**src/rtl/pipe_pkg.sv**
```systemverilog
// Shared definitions for the pipeline stage registers: payload widths,
// the bubble instruction encoding, and the control encodings used
// between a stage and its storage slots.
package pipe_pkg;

    // Instruction that the decoder treats as a bubble (no operation).
    localparam logic [31:0] BUBBLE_INST = 32'hffffffff;

    // Default stage payload layout is {pc, inst}.
    localparam int PC_W    = 32;
    localparam int INST_W  = 32;
    localparam int STAGE_W = PC_W + INST_W;

    // Action applied to a slot at the next capture edge.
    typedef enum logic [1:0] {
        SLOT_HOLD  = 2'd0,
        SLOT_LOAD  = 2'd1,
        SLOT_CLEAR = 2'd2
    } slot_op_e;

    // Where the head slot takes its next payload from.
    typedef enum logic {
        SRC_IN   = 1'b0,
        SRC_SKID = 1'b1
    } head_src_e;

    // Pack a program counter and an instruction into one stage payload.
    function automatic logic [STAGE_W-1:0] make_payload(
        input logic [PC_W-1:0]   pc,
        input logic [INST_W-1:0] inst
    );
        return {pc, inst};
    endfunction

endpackage

```
**src/rtl/pipe_slot.sv**
```systemverilog
// One storage entry of a pipeline stage: a valid bit plus its payload.
// A cleared or reset slot always carries the bubble payload, so anything
// reading the data of an empty slot sees a harmless value.
module pipe_slot
    import pipe_pkg::*;
#(
    parameter int                DATA_W = STAGE_W,
    parameter logic [DATA_W-1:0] BUBBLE = {DATA_W{1'b1}}
) (
    input  logic              clk,
    input  logic              rst,
    input  slot_op_e          op,
    input  logic [DATA_W-1:0] load_data,
    output logic              valid,
    output logic [DATA_W-1:0] data
);

    // Capture on the falling edge like the rest of the pipeline; reset empties the slot at once.
    always_ff @(negedge clk or negedge rst) begin
        if (!rst) begin
            valid <= 1'b0;
            data  <= BUBBLE;
        end else begin
            case (op)
                SLOT_LOAD: begin
                    valid <= 1'b1;
                    data  <= load_data;
                end
                SLOT_CLEAR: begin
                    valid <= 1'b0;
                    data  <= BUBBLE;
                end
                default: begin
                    valid <= valid;
                    data  <= data;
                end
            endcase
        end
    end

endmodule

```
**src/rtl/pipe_stage_reg.sv**
```systemverilog
// Valid/ready pipeline stage register with an optional skid entry.
// M is the head entry that drives out_data. With SKID enabled a second
// entry S catches a payload that arrives while the head is blocked, which
// lets in_ready be computed from local state only and keeps the ready path
// from rippling combinationally through the whole pipeline.
// Without the skid entry the stage accepts a new payload in the same edge
// that the head leaves, so throughput stays at one per cycle but in_ready
// follows out_ready combinationally.
module pipe_stage_reg
    import pipe_pkg::*;
#(
    parameter int                DATA_W = STAGE_W,
    parameter logic [DATA_W-1:0] BUBBLE = {DATA_W{1'b1}},
    parameter int                SKID   = 1
) (
    input  logic              clk,
    input  logic              rst,
    input  logic              flush,
    input  logic              stall,
    input  logic              in_valid,
    output logic              in_ready,
    input  logic [DATA_W-1:0] in_data,
    output logic              out_valid,
    input  logic              out_ready,
    output logic [DATA_W-1:0] out_data,
    output logic [1:0]        occ
);

    localparam bit HAS_SKID = (SKID != 0);

    logic              m_valid;
    logic [DATA_W-1:0] m_data;
    logic              s_valid;
    logic [DATA_W-1:0] s_data;

    slot_op_e          m_op;
    slot_op_e          s_op;
    head_src_e         m_src;
    logic [DATA_W-1:0] m_din;

    logic              in_fire;
    logic              out_fire;
    logic              m_valid_nxt;
    logic              s_valid_nxt;
    logic [1:0]        occ_q;

    // Ready depends only on local state with a skid entry, or on downstream readiness without one.
    always_comb begin
        in_ready = 1'b0;
        if (HAS_SKID) begin
            in_ready = !stall && !s_valid;
        end else begin
            in_ready = !stall && (!m_valid || out_ready);
        end
    end

    assign out_valid = m_valid && !stall && !flush;
    assign out_data  = m_valid ? m_data : BUBBLE;
    assign in_fire   = in_valid && in_ready;
    assign out_fire  = out_valid && out_ready;
    assign m_din     = (m_src == SRC_SKID) ? s_data : in_data;
    assign occ       = occ_q;

    // Decide what each entry does at the next edge; flush beats everything and stall freezes the rest.
    always_comb begin
        m_op        = SLOT_HOLD;
        s_op        = SLOT_HOLD;
        m_src       = SRC_IN;
        m_valid_nxt = m_valid;
        s_valid_nxt = s_valid;

        if (flush) begin
            m_op        = SLOT_CLEAR;
            s_op        = SLOT_CLEAR;
            m_valid_nxt = 1'b0;
            s_valid_nxt = 1'b0;
        end else if (!stall) begin
            if (!m_valid) begin
                if (in_fire) begin
                    m_op        = SLOT_LOAD;
                    m_valid_nxt = 1'b1;
                end
            end else if (out_fire) begin
                if (s_valid) begin
                    m_op        = SLOT_LOAD;
                    m_src       = SRC_SKID;
                    s_op        = SLOT_CLEAR;
                    s_valid_nxt = 1'b0;
                end else if (in_fire) begin
                    m_op = SLOT_LOAD;
                end else begin
                    m_op        = SLOT_CLEAR;
                    m_valid_nxt = 1'b0;
                end
            end else if (in_fire && HAS_SKID) begin
                s_op        = SLOT_LOAD;
                s_valid_nxt = 1'b1;
            end
        end
    end

    pipe_slot #(
        .DATA_W (DATA_W),
        .BUBBLE (BUBBLE)
    ) u_m_slot (
        .clk       (clk),
        .rst       (rst),
        .op        (m_op),
        .load_data (m_din),
        .valid     (m_valid),
        .data      (m_data)
    );

    if (HAS_SKID) begin : g_skid
        pipe_slot #(
            .DATA_W (DATA_W),
            .BUBBLE (BUBBLE)
        ) u_s_slot (
            .clk       (clk),
            .rst       (rst),
            .op        (s_op),
            .load_data (in_data),
            .valid     (s_valid),
            .data      (s_data)
        );
    end else begin : g_no_skid
        logic unused_s_op;
        assign unused_s_op = ^s_op;
        assign s_valid     = 1'b0;
        assign s_data      = BUBBLE;
    end

    // Occupancy is registered from the next-state valids so it lines up with the slots themselves.
    always_ff @(negedge clk or negedge rst) begin
        if (!rst) begin
            occ_q <= 2'd0;
        end else begin
            occ_q <= {1'b0, m_valid_nxt} + {1'b0, s_valid_nxt};
        end
    end

endmodule
```
**config.mk**
```make
export PLATFORM = sky130hd
export DESIGN_NAME = pipe_stage_reg
export DESIGN_NICKNAME = d
export VERILOG_FILES = /design/src/rtl/pipe_pkg.sv /design/src/rtl/pipe_slot.sv /design/src/rtl/pipe_stage_reg.sv
export SDC_FILE = /design/constraint.sdc
export NUM_CORES = 1
export LEC_CHECK = 0
export BUFFER_PORTS_ARGS = -buffer_cell sky130_fd_sc_hd__buf_2
export CAP_MARGIN = 20
export CORE_MARGIN = 4
export CORE_UTILIZATION = 57
export DETAILED_ROUTE_END_ITERATION = 16
export PLACE_DENSITY_LB_ADDON = 0.1
export SYNTH_ARGS = -nofsm -noshare
export SYNTH_HDL_FRONTEND = slang
export SYNTH_SLANG_ARGS = --single-unit
```
**constraint.sdc**
```tcl
create_clock -name clk -period 5.15 [get_ports clk]
set_input_delay 0.7725 -clock clk [delete_from_list [all_inputs] [get_ports clk]]
set_output_delay 0.7725 -clock clk [all_outputs]
set_load 0.01 [all_outputs]
```
==> metrics.cfg <==
[run_status]
run_status=finished, final reports clean

[setup_path]
r2r_setup_slack_ns=2.68
critical_path.endpoint=out_valid
timing.critical_path.from_type=flop
crit_arrival_ns=4.27
critical_path_depth=4
cpMaxStageDelayCell=sky130_fd_sc_hd__dfrtn_1
worst_path_dominant_cell_family=flip-flops
crit_required_ns=4.38
worstSetupPathType=reg2out
critPathLaunch=u_m_slot.valid
cp_num_buf_inv=3
crit_fanout=33
worstReg2RegStart=u_m_slot.valid
worstRegToRegCells=7
crit_path_end_kind=output pin
capturing_point_of_the_worst_reg2reg_path=u_m_slot.data[17]
critical_path.max_stage_delay_ns=0.43
timing.critical_path.cells=or3b_4 > clkinv_4 > buf_16 > buf_6

[logic_synthesis]
synth_compound_area_share_pct=19.3
ys_warn_count=0
post_synth_xor_area_fraction_pct=0
synth.distinct_cells=25
synthesis.area_per_instance_sq_um=8.68
synthAdderAreaFrac_pct=0.969
flip_flop_and_latch_count_after_synthesis=132
synthesis.instances=744
synth_top_family_by_area=compound AO/OA/AOI/OAI gates
synth.mux.area_fraction_pct=0.310
netlist.area_leader.share_pct=52.1
synthesis.nets=819
synth_seq_area_share_pct=53.7
post-synth-top-area-cell=sky130_fd_sc_hd__dfstp_2
simple_gate_area_share_of_the_yosys_netlist_pct=17.0
post_synth_main_area_contributors=sky130_fd_sc_hd__dfstp_2, sky130_fd_sc_hd__o21ai_0, sky130_fd_sc_hd__a32oi_1, sky130_fd_sc_hd__nand2_1, sky130_fd_sc_hd__nand3_1
synthesized_cell_area_sq_um=6450

[power]
power.density_cell_area_nw_per_um2=435
lkg_pwr_nw=4.19
vdd_drop_max_uv=331

[final_layout]
final_design_area_no_fill_sq_um=8440
design.final.nets=1053
drive_above_1_share_pct=32.6
final.fill_count=809
flow.area_growth_from_synthesis_pct=30.8

[floorplanning]
die-height_um=114
pin_count=138
floorplan.die.width_um=114
core_area_sq_um=11000
die_area_sq_um=13100
num_rows=38
initial_utilization_pct=58.8

[cts]
cts.reportedPaths.clkPinSlew_ns=0.04
numClockSinks=132
cts.hold.buffers_added=0
cts.htree.levels=4
tritoncts.num_buffers=17
clock_latency_ns=0.47
cts_tree=done
post-cts-setup-buffers=0
clock_path_buffers=2
clock-root-buffer=sky130_fd_sc_hd__clkbuf_16

[global_routing]
grt.overflow.total=0
groute.usage.overall_pct=28.8
grt_first_pass_wirelength_um=30400
first_global_vias=6813
grt_antenna_before_repair=0
largest_net_degree_at_the_start_of_global_routing=70

[worst_hold_path]
hold_class=reg2reg
worst_hold_startpoint=u_m_slot.data[63]

[timing]
slew_violations=0
rsz0062_at_grt=no
hold_viol=0
maxSlewHeadroom_pct=52.2
final.setup.worst_slack_ns=0.111
accumulated_negative_setup_slack_ns=0
worst_slew_pin_tran_ns=0.717
setup_viol_count_final=0
fin_worst_skew_ns=0.0679
fin_hold_ws_ns=0.466

[placement]
io_buffers=137
place_area_sq_um=7340
gp_congestion=0.855
dp_hpwl_um=10500
post-place-ws_ns=0.107

[detailed_routing]
detail-route-antenna-nets=0
wl_um=18700
detailroute.via_count=6439
drt-wirelength-per-cell_um=16.6
remaining_drc_errors=0
number_of_vias_per_cell=5.69
drt-pass1-iter-count=5
initial_drc_count=747

[job]
timing.max_cap.violations=0

[cell families (layout without fill, tap and decap cells)]
logic type | after synthesis | in the layout
flip-flops | 132 | 132
adder cells (fa/ha/maj) | 5 | 5
multiplexers | 2 | 2
AND/OR/NAND/NOR | 266 | 266
buffers and inverters | 140 | 386
other | 0 | 1
AO/OA/AOI/OAI | 199 | 199
[metal layers]
layer / routed length [um] / vias up / global-route usage, %
met2: 9270 / 332 / 46.0
met5: 0 / - / 0
met3: 1770 / 36 / 9.88
met4: 336 / 0 / 15.3
li1: - / 2994 / -
met1: 7370 / 3077 / 34.4
[flip-flops by register name, summed over array words and instances (netlist names)]
name and flops:
u_m_slot.data 64, occ 2, u_m_slot.valid 1, g_skid.u_s_slot.valid 1
g_skid.u_s_slot.data 64
[timing repair]
item                       CTS  global route
gates cloned                 0             1
gates resized for setup      3             0
setup endpoints to repair    4             1
[final cells by class]
cell class	instances	area [sq um]	share of cell area (%)
diodes	1	2.50	0.0296
repair buffers	159	1030	12.2
well taps	140	175	2.08
flip-flops and latches	132	3460	41.0
inverters	68	260	3.08
multi-input cells	472	2460	29.1
clock buffers	18	439	5.20
clock inverters	141	617	7.31
[worst min path at each step]
stage | cells past startpoint | slack, ns | endpoint
floorplan | 2 | 0.45 | u_m_slot.data[10]
global placement | 2 | 0.46 | u_m_slot.data[11]
detailed placement | 2 | 0.46 | u_m_slot.data[63]
CTS | 2 | 0.47 | u_m_slot.data[63]
global route | 2 | 0.48 | u_m_slot.data[38]
finish | 2 | 0.47 | u_m_slot.data[63]
[through the flow]
stage / cells / util [%] / power [mW]
CTS: 1129 / 76.6 / 3.69
finish: 1131 / 76.9 / 3.67
global route: 1130 / 76.8 / 3.92
global placement: 971 / 66.9 / 2.19
floorplan: 744 / - / 1.94
detailed placement: 971 / 66.9 / 2.22
[placed cells by master, fill, tap and decap left out]
cell                         Yosys  routed
sky130_fd_sc_hd__clkbuf_16       0      18
sky130_fd_sc_hd__ha_1            5       2
sky130_fd_sc_hd__inv_4           0       1
sky130_fd_sc_hd__buf_16          0       1
sky130_fd_sc_hd__o211ai_1        1       1
sky130_fd_sc_hd__bufinv_16       0       3
sky130_fd_sc_hd__o21ai_1        14      14
sky130_fd_sc_hd__mux2i_1         2       2
sky130_fd_sc_hd__nor2b_1         1       1
sky130_fd_sc_hd__nor2_4          0       1
sky130_fd_sc_hd__buf_4           0      10
sky130_fd_sc_hd__a21oi_1         3       3
sky130_fd_sc_hd__clkbuf_8        0       1
sky130_fd_sc_hd__buf_12          0      10
sky130_fd_sc_hd__clkinv_1        0       1
sky130_fd_sc_hd__dfrtn_1         4       4
sky130_fd_sc_hd__nor2_1         69      68
sky130_fd_sc_hd__a21o_1          1       1
sky130_fd_sc_hd__buf_2           7     135
sky130_fd_sc_hd__o21ai_0       114     114
sky130_fd_sc_hd__ha_4            0       1
sky130_fd_sc_hd__nand2_2         0       1
sky130_fd_sc_hd__buf_6           4       2
sky130_fd_sc_hd__or3b_4          0       1
sky130_fd_sc_hd__diode_2         0       1
sky130_fd_sc_hd__nand3_1        60      60
sky130_fd_sc_hd__clkinv_4        0       1
sky130_fd_sc_hd__a32oi_1        64      64
sky130_fd_sc_hd__ha_2            0       2
sky130_fd_sc_hd__nand4_1         5       5
sky130_fd_sc_hd__and2_2          0       1
sky130_fd_sc_hd__dfstp_2       128     128
sky130_fd_sc_hd__a211oi_1        1       1
sky130_fd_sc_hd__a31o_2          1       1
sky130_fd_sc_hd__nand2_1       129     128
sky130_fd_sc_hd__inv_1          68     198
sky130_fd_sc_hd__clkinvlp_2      0       5
[worst min-delay path, cell delays in order, from the launching register on]
cell	delay, ns
sky130_fd_sc_hd__dfstp_2	0.35
sky130_fd_sc_hd__inv_1	0.06
sky130_fd_sc_hd__a32oi_1	0.05
[where the power goes]
part / switching (mW) / internal [mW] / leakage [nW]
logic: 0.456 / 0.243 / 1.83
registers: 0.0642 / 1.31 / 1.40
clock network: 0.707 / 0.891 / 0.963
[synth_stat cells]
cell type                  number
sky130_fd_sc_hd__buf_6          4
sky130_fd_sc_hd__o21ai_0      114
sky130_fd_sc_hd__and2_1         1
sky130_fd_sc_hd__a31o_2         1
sky130_fd_sc_hd__a211oi_1       1
sky130_fd_sc_hd__dfstp_2      128
sky130_fd_sc_hd__clkinv_2       1
sky130_fd_sc_hd__buf_1          5
sky130_fd_sc_hd__mux2i_1        2
sky130_fd_sc_hd__inv_1         68
sky130_fd_sc_hd__clkbuf_1      55
sky130_fd_sc_hd__nand2_1      129
sky130_fd_sc_hd__o211ai_1       1
sky130_fd_sc_hd__nor2_1        69
sky130_fd_sc_hd__a21oi_1        3
sky130_fd_sc_hd__a21o_1         1
sky130_fd_sc_hd__o21ai_1       14
sky130_fd_sc_hd__nand3_1       60
sky130_fd_sc_hd__nand4_1        5
sky130_fd_sc_hd__nor2b_1        1
sky130_fd_sc_hd__dfrtn_1        4
sky130_fd_sc_hd__or3b_1         1
sky130_fd_sc_hd__a32oi_1       64
sky130_fd_sc_hd__ha_1           5
sky130_fd_sc_hd__buf_2          7
Note: power is estimated with default switching activity, not from simulation.
